File: src/rtl/overlap_framer_pkg.sv
// Shared definitions for the overlapping FFT input framer: default sample width,
// pointer sizing helper and the framer FSM state encoding.
package overlap_framer_pkg;

    localparam int DEF_WIDTH = 16;

    localparam logic [1:0] ST_IDLE  = 2'd0;
    localparam logic [1:0] ST_EMIT  = 2'd1;
    localparam logic [1:0] ST_FLUSH = 2'd2;
    localparam logic [1:0] ST_DONE  = 2'd3;

    // One extra bit beyond the address lets full and empty be told apart.
    function automatic int ptr_width(input int depth);
        return $clog2(depth) + 1;
    endfunction

endpackage

File: src/rtl/overlap_framer_sample_ram.sv
// Simple dual-port sample buffer: one write port, one registered read port.
module sample_ram
    import overlap_framer_pkg::*;
#(
    parameter int WIDTH = DEF_WIDTH,
    parameter int DEPTH = 256
) (
    input  logic                     clock,
    input  logic                     wr_en,
    input  logic [$clog2(DEPTH)-1:0] wr_addr,
    input  logic [WIDTH-1:0]         wr_data,
    input  logic                     rd_en,
    input  logic [$clog2(DEPTH)-1:0] rd_addr,
    output logic [WIDTH-1:0]         rd_data
);

    logic [WIDTH-1:0] mem [DEPTH];

    always_ff @(posedge clock) begin
        if (wr_en)
            mem[wr_addr] <= wr_data;
        if (rd_en)
            rd_data <= mem[rd_addr];
    end

endmodule

File: src/rtl/overlap_framer.sv
// Overlapping N-sample framer: buffers a real stream and emits one FFT burst
// every HOP input samples, zero-padding the tail of a flushed stream.
module overlap_framer
    import overlap_framer_pkg::*;
#(
    parameter int WIDTH = DEF_WIDTH,
    parameter int N     = 128,
    parameter int HOP   = 64,
    parameter int BUF   = 2 * N
) (
    input  logic             clock,
    input  logic             reset,
    input  logic [WIDTH-1:0] din,
    input  logic             din_valid,
    input  logic             din_last,
    output logic             din_ready,
    input  logic             fft_ready,
    output logic             di_en,
    output logic [WIDTH-1:0] di_re,
    output logic [WIDTH-1:0] di_im,
    output logic             di_first,
    output logic [15:0]      frame_idx,
    output logic             done
);

    localparam int PW = ptr_width(BUF);
    localparam int AW = PW - 1;

    logic [1:0]       state;
    logic [PW-1:0]    wr, fs, last_ptr, cnt;
    logic [PW-1:0]    occ, rem, fs_hop;
    logic             flush_pend, fs_lt_last, can_start, start;
    logic             last_rd, next_b2b, rd_en, rd_first, pad_rd;
    logic             first_q, pad_q, xfer;
    logic [AW-1:0]    rd_addr;
    logic [15:0]      frame_cnt;
    logic [WIDTH-1:0] rd_data;

    assign occ    = wr - fs;
    assign rem    = last_ptr - fs;
    assign fs_hop = fs + PW'(HOP);

    // fs may overshoot last_ptr by less than HOP, which shows up as a wrapped rem > BUF.
    assign fs_lt_last = (rem != '0) && (rem <= PW'(BUF));

    assign din_ready = reset && (occ < PW'(BUF)) && !flush_pend &&
                       ((state == ST_IDLE) || (state == ST_EMIT));
    assign xfer      = din_valid && din_ready;

    assign can_start = fft_ready && (flush_pend ? fs_lt_last : (occ >= PW'(N)));
    assign start     = ((state == ST_IDLE) || (state == ST_FLUSH)) && can_start;
    assign last_rd   = (state == ST_EMIT) && (cnt == PW'(N - 1));
    assign next_b2b  = last_rd && !flush_pend && fft_ready && ((wr - fs_hop) >= PW'(N));

    // cnt is 0 outside EMIT, so the frame-start read in IDLE/FLUSH addresses fs itself.
    assign rd_en    = start || (state == ST_EMIT);
    assign rd_addr  = fs[AW-1:0] + cnt[AW-1:0];
    assign rd_first = rd_en && (cnt == '0);
    assign pad_rd   = flush_pend && (cnt >= rem);

    sample_ram #(
        .WIDTH (WIDTH),
        .DEPTH (BUF)
    ) u_ram (
        .clock   (clock),
        .wr_en   (xfer),
        .wr_addr (wr[AW-1:0]),
        .wr_data (din),
        .rd_en   (rd_en),
        .rd_addr (rd_addr),
        .rd_data (rd_data)
    );

    always_ff @(posedge clock or negedge reset) begin
        if (!reset) begin
            state      <= ST_IDLE;
            wr         <= '0;
            fs         <= '0;
            last_ptr   <= '0;
            cnt        <= '0;
            flush_pend <= 1'b0;
            di_en      <= 1'b0;
            first_q    <= 1'b0;
            pad_q      <= 1'b0;
            frame_idx  <= '0;
            frame_cnt  <= '0;
        end else begin
            di_en   <= rd_en;
            first_q <= rd_first;
            pad_q   <= pad_rd;

            if (xfer) begin
                wr <= wr + 1'b1;
                if (din_last) begin
                    flush_pend <= 1'b1;
                    last_ptr   <= wr + 1'b1;
                end
            end

            if (rd_first) begin
                frame_idx <= frame_cnt;
                frame_cnt <= frame_cnt + 1'b1;
            end

            case (state)
                ST_IDLE: begin
                    if (start) begin
                        state <= ST_EMIT;
                        cnt   <= PW'(1);
                    end else if (flush_pend) begin
                        state <= ST_FLUSH;
                    end
                end
                ST_EMIT: begin
                    if (last_rd) begin
                        fs  <= fs_hop;
                        cnt <= '0;
                        if (next_b2b)
                            state <= ST_EMIT;
                        else if (flush_pend)
                            state <= ST_FLUSH;
                        else
                            state <= ST_IDLE;
                    end else begin
                        cnt <= cnt + 1'b1;
                    end
                end
                ST_FLUSH: begin
                    if (start) begin
                        state <= ST_EMIT;
                        cnt   <= PW'(1);
                    end else if (!fs_lt_last) begin
                        state <= ST_DONE;
                    end
                end
                default: begin
                    wr         <= '0;
                    fs         <= '0;
                    flush_pend <= 1'b0;
                    frame_idx  <= '0;
                    frame_cnt  <= '0;
                    state      <= ST_IDLE;
                end
            endcase
        end
    end

    assign di_first = first_q;
    assign di_re    = (di_en && !pad_q) ? rd_data : '0;
    assign di_im    = '0;
    assign done     = (state == ST_DONE);

endmodule

File: config.mk
export PLATFORM = sky130hd
export DESIGN_NAME = overlap_framer
export DESIGN_NICKNAME = d
export VERILOG_FILES = /design/src/rtl/overlap_framer_pkg.sv /design/src/rtl/overlap_framer_sample_ram.sv /design/src/rtl/overlap_framer.sv
export SDC_FILE = /design/constraint.sdc
export NUM_CORES = 2
export LEC_CHECK = 0
export CAP_MARGIN = 20
export CORE_UTILIZATION = 55
export DETAILED_ROUTE_END_ITERATION = 6
export PLACE_DENSITY = 0.76
export SLEW_MARGIN = 20
export SYNTH_ARGS = -nofsm -noshare
export SYNTH_HDL_FRONTEND = slang
export SYNTH_HIERARCHICAL = 1
export SYNTH_SLANG_ARGS = --single-unit
File: constraint.sdc
create_clock -name clock -period 3.95 [get_ports clock]
set_clock_uncertainty 0.05 [all_clocks]
set_input_delay 0.395 -clock clock [delete_from_list [all_inputs] [get_ports clock]]
set_output_delay 0.395 -clock clock [all_outputs]
set_load 0.01 [all_outputs]
==> out/results.tsv <==
stage	metric	value	unit
outcome	status	finished, violations left	
outcome	failing checks	DRC, hold timing, setup timing	
synthesis	post-synthesis compound-gate area fraction	3.85	%
sta	worst-margin pin slew	1.30	ns
setup_path	Worst Setup Start Kind	flop	
die	Ports	73	
synthesis	sequential area share after synthesis	76.8	%
placed_design	GPL Wtd Cong	0.928	
sta	Final setup viols	1	
die	FP Rows	199	
sta	final worst slack	-0.00569	ns
clocking	cts bufs inserted	405	
sta	Tcrit/Tclk final	100	%
synthesis	Cell Area, Synth	163000	um^2
detailed_routing	Detail Route Antenna Nets	0	
grt	initial antenna violation count	18	
synthesis	xor/xnor share of the synthesized area	0.123	%
synthesis	flops & latches, synth	4180	
synthesis	largest family of logic cells by synthesized area	multiplexers	
cells_and_area	Layout Nets	8533	
setup_path	Crit Path Max Fanout	28	
sta	Slew Limit Headroom	13.4	%
setup_path	CP endpoint kind	flop	
sta	crit path time final	3.96	ns
clocking	Reg clk slew, reported paths	0.06	ns
hold_path	Hold WC Path Type	in -> reg	
synthesis	library cells used by synthesis	69	
setup_path	Critical Path RT	4.63	ns
cells_and_area	fraction of layout cells with a size suffix above 1	25.1	%
die	die area	299000	um^2
detailed_routing	WL final	433000	um
synthesis	Post-synth top cells	edfxtp_1, mux4_2, mux2i_1	
synthesis	asr flop ratio synth	1.63	%
die	CORE AREA	294000	um^2
die	chip width	546	um
power_and_ir_drop	Pleak	61.1	nW
clocking	root buf cell	clkbuf_16	
placed_design	pre-CTS WS	-0.107	ns
sta	Final Hold Fails	2	
setup_path	Worst Path Class, Setup	reg -> reg	
grt	GRT Util Overall	28.8	%
die	starting density of the core	55.4	%
clocking	Max Root-Sink Buffers	4	
detailed_routing	1st-iter DRT viols	13000	
cells_and_area	Finished Cell Area	185000	um^2
synthesis	Syn Inst Count	7835	
sta	FMAX	253	MHz
synthesis	multiplexer area fraction after synthesis	15.1	%
die	die height	546	um
cells_and_area	Layout area overhead	13.7	%
detailed_routing	DRC Markers	12	
synthesis	share of the synthesized area in the top cell type	75.7	%
synthesis	Top FF cell, synth	edfxtp_1	
detailed_routing	wire per inst	33.9	um
grt	first-pass GRT wire length	615000	um
synthesis	Synth Area in Simple Gates	2.10	%
sta	unrepaired setup endpoints after global routing	yes	
placed_design	post-DP HPWL	252000	um
detailed_routing	post-DR vias/cell	6.74	
synthesis	post-synth top area cell	edfxtp_1	
power_and_ir_drop	Worst VDD drop	0.511	mV
clocking	CTS HTree Levels	5	
grt	largest net degree at the start of global routing	135	
clocking	CTS tree	built	
clocking	Clk Latency, worst-skew pair	1.00	ns
placed_design	dpl cell area	172000	um^2
sta	fin. max-slew vios	0	
grt	grt total ovfl	0	
synthesis	Syn Area/Cell	20.8	um^2
clocking	post-CTS setup buffer count	0	
synthesis	YS warnings	6	
power_and_ir_drop	Pwr Total	113	mW
power_and_ir_drop	power per cell area	611	nW/um^2
detailed_routing	via count	85900	
grt	number of global-route vias before repair	85400	
synthesis	Synth Area in Adders	0.192	%
synthesis	Post-synth EDFFs	4112	
detailed_routing	Pre-antenna DRT Iters	7	
job	max-cap viol count	0	
synthesis	count leader, synth	edfxtp_1	
clocking	TritonCTS Sinks	4180	
placed_design	PortBufs	56	
setup_path	Arr. time, crit path	4.64	ns
sta	WHS	-0.00881	ns
synthesis	top cells by area, synth	edfxtp_1, mux4_2, mux2i_1, o221ai_1, dfrtp_1	
sequential cells by signal, indices dropped and copies added, names as in the netlist:
register / count
u_ram/mem: 4096
pad_q: 1
di_first: 1
last_ptr: 9
u_ram/rd_data: 16
state: 2
fs: 3
wr: 9
di_en: 1
flush_pend: 1
cnt: 9
frame_cnt: 16
frame_idx: 16
layer usage:
layer | up-vias | share of wire [%] | GRT usage (%)
met5 | - | 0.011 | 0
met4 | 6 | 5.7 | 14.3
met3 | 1121 | 12 | 6.64
met2 | 6049 | 47 | 45.1
met1 | 44600 | 35 | 38.2
li1 | 34200 | - | -
cell usage in the layout, fill, tap and decap left out, types with 17 or more instances in the layout:
| cell type | n |
|---|---|
| edfxtp_1 | 4112 |
| mux4_2 | 797 |
| mux2i_1 | 568 |
| buf_4 | 566 |
| clkbuf_16 | 410 |
| nor2_1 | 308 |
| o221ai_1 | 246 |
| a21oi_1 | 197 |
| o22ai_1 | 151 |
| nand2_1 | 99 |
| nor3_1 | 93 |
| clkinv_1 | 90 |
| mux2_2 | 88 |
| clkinv_2 | 81 |
| clkbuf_1 | 80 |
| buf_12 | 73 |
| dfrtp_1 | 63 |
| o21ai_0 | 62 |
| bufinv_16 | 43 |
| a22oi_1 | 43 |
| nand3_1 | 41 |
| clkdlybuf4s50_1 | 39 |
| nand4_1 | 33 |
| a22o_1 | 32 |
| o21ai_1 | 31 |
| o31ai_1 | 26 |
| nor2_2 | 26 |
| a221oi_1 | 26 |
| ha_1 | 25 |
| and3_1 | 22 |
| inv_1 | 21 |
| a211oi_1 | 20 |
| nor4_1 | 19 |
| conb_1 | 19 |
| and2_1 | 18 |
| buf_8 | 18 |
| o32ai_1 | 17 |
cell type report:
| class | count | area, um^2 |
|---|---|---|
| antenna | 14 | 35.0 |
| clock buffer | 488 | 10500 |
| clock inverter | 259 | 2800 |
| fill | 18900 | 109000 |
| inverter | 28 | 118 |
| multi-input combinational | 3154 | 35200 |
| sequential | 4180 | 125000 |
| tap | 3919 | 4900 |
| timing repair buffer | 718 | 6660 |
report_power, final:
group	switching, mW	leakage [nW]	internal (mW)
logic	14.6	16.8	10.7
registers	0.357	37.9	49.0
clock network	16.8	6.46	21.9
cell families after synthesis:
group,after synthesis
AOI/OAI and AO/OA,895
DFF,4180
muxes,1453
adders and majority gates,25
xor gates and xnor gates,22
buffers and inverters,518
other,2
and+or+nand+nor,740
metrics by stage:
step | instances | TNS [ns] | hold slack (ns) | utilization, %
CTS | 12700 | 0 | 0.00530 | 62.9
floorplan | 7852 | 0 | 0.0494 | -
global placement | 12000 | -0.458 | 0.176 | 58.3
finish | 12800 | -0.00569 | -0.00881 | 63.0
global route | 12700 | -0.00973 | 0.0204 | 63.0
detailed placement | 12000 | -0.266 | 0.179 | 58.3
repair_timing:
item,in CTS,in global routing
gates cloned,0,2
hold buffers,14,1
pin swaps,1,2
resized for setup,10,20
endpoints found under the hold margin,388,6
endpoints found under the setup margin,7,393
critical path, cell delays in order (launching register included):
cell and delay (ns):
dfrtp_4 0.61, buf_12 0.26, buf_12 0.20, buf_12 0.26, buf_12 0.23, buf_4 0.29
mux2i_1 0.13, o221ai_2 0.30, o22ai_1 0.20, a21oi_1 0.23, nand4_1 0.48, nor4_1 0.41
final timing paths:
check                       startpoint                 to  slack [ns]  depth (start not counted)
max in group asynchronous        reset             cnt[3]        2.95                          3
min reg2reg                last_ptr[1]        last_ptr[1]        0.45                          2
max reg2reg                     cnt[0]  u_ram/rd_data[11]      -0.006                         11
min in group asynchronous        reset         flush_pend        0.19                          3
max                             cnt[0]  u_ram/rd_data[11]      -0.006                         11
min                             din[2]  u_ram/mem[229][2]      -0.009                          1
No activity file was read; power rests on OpenSTA's default activity.
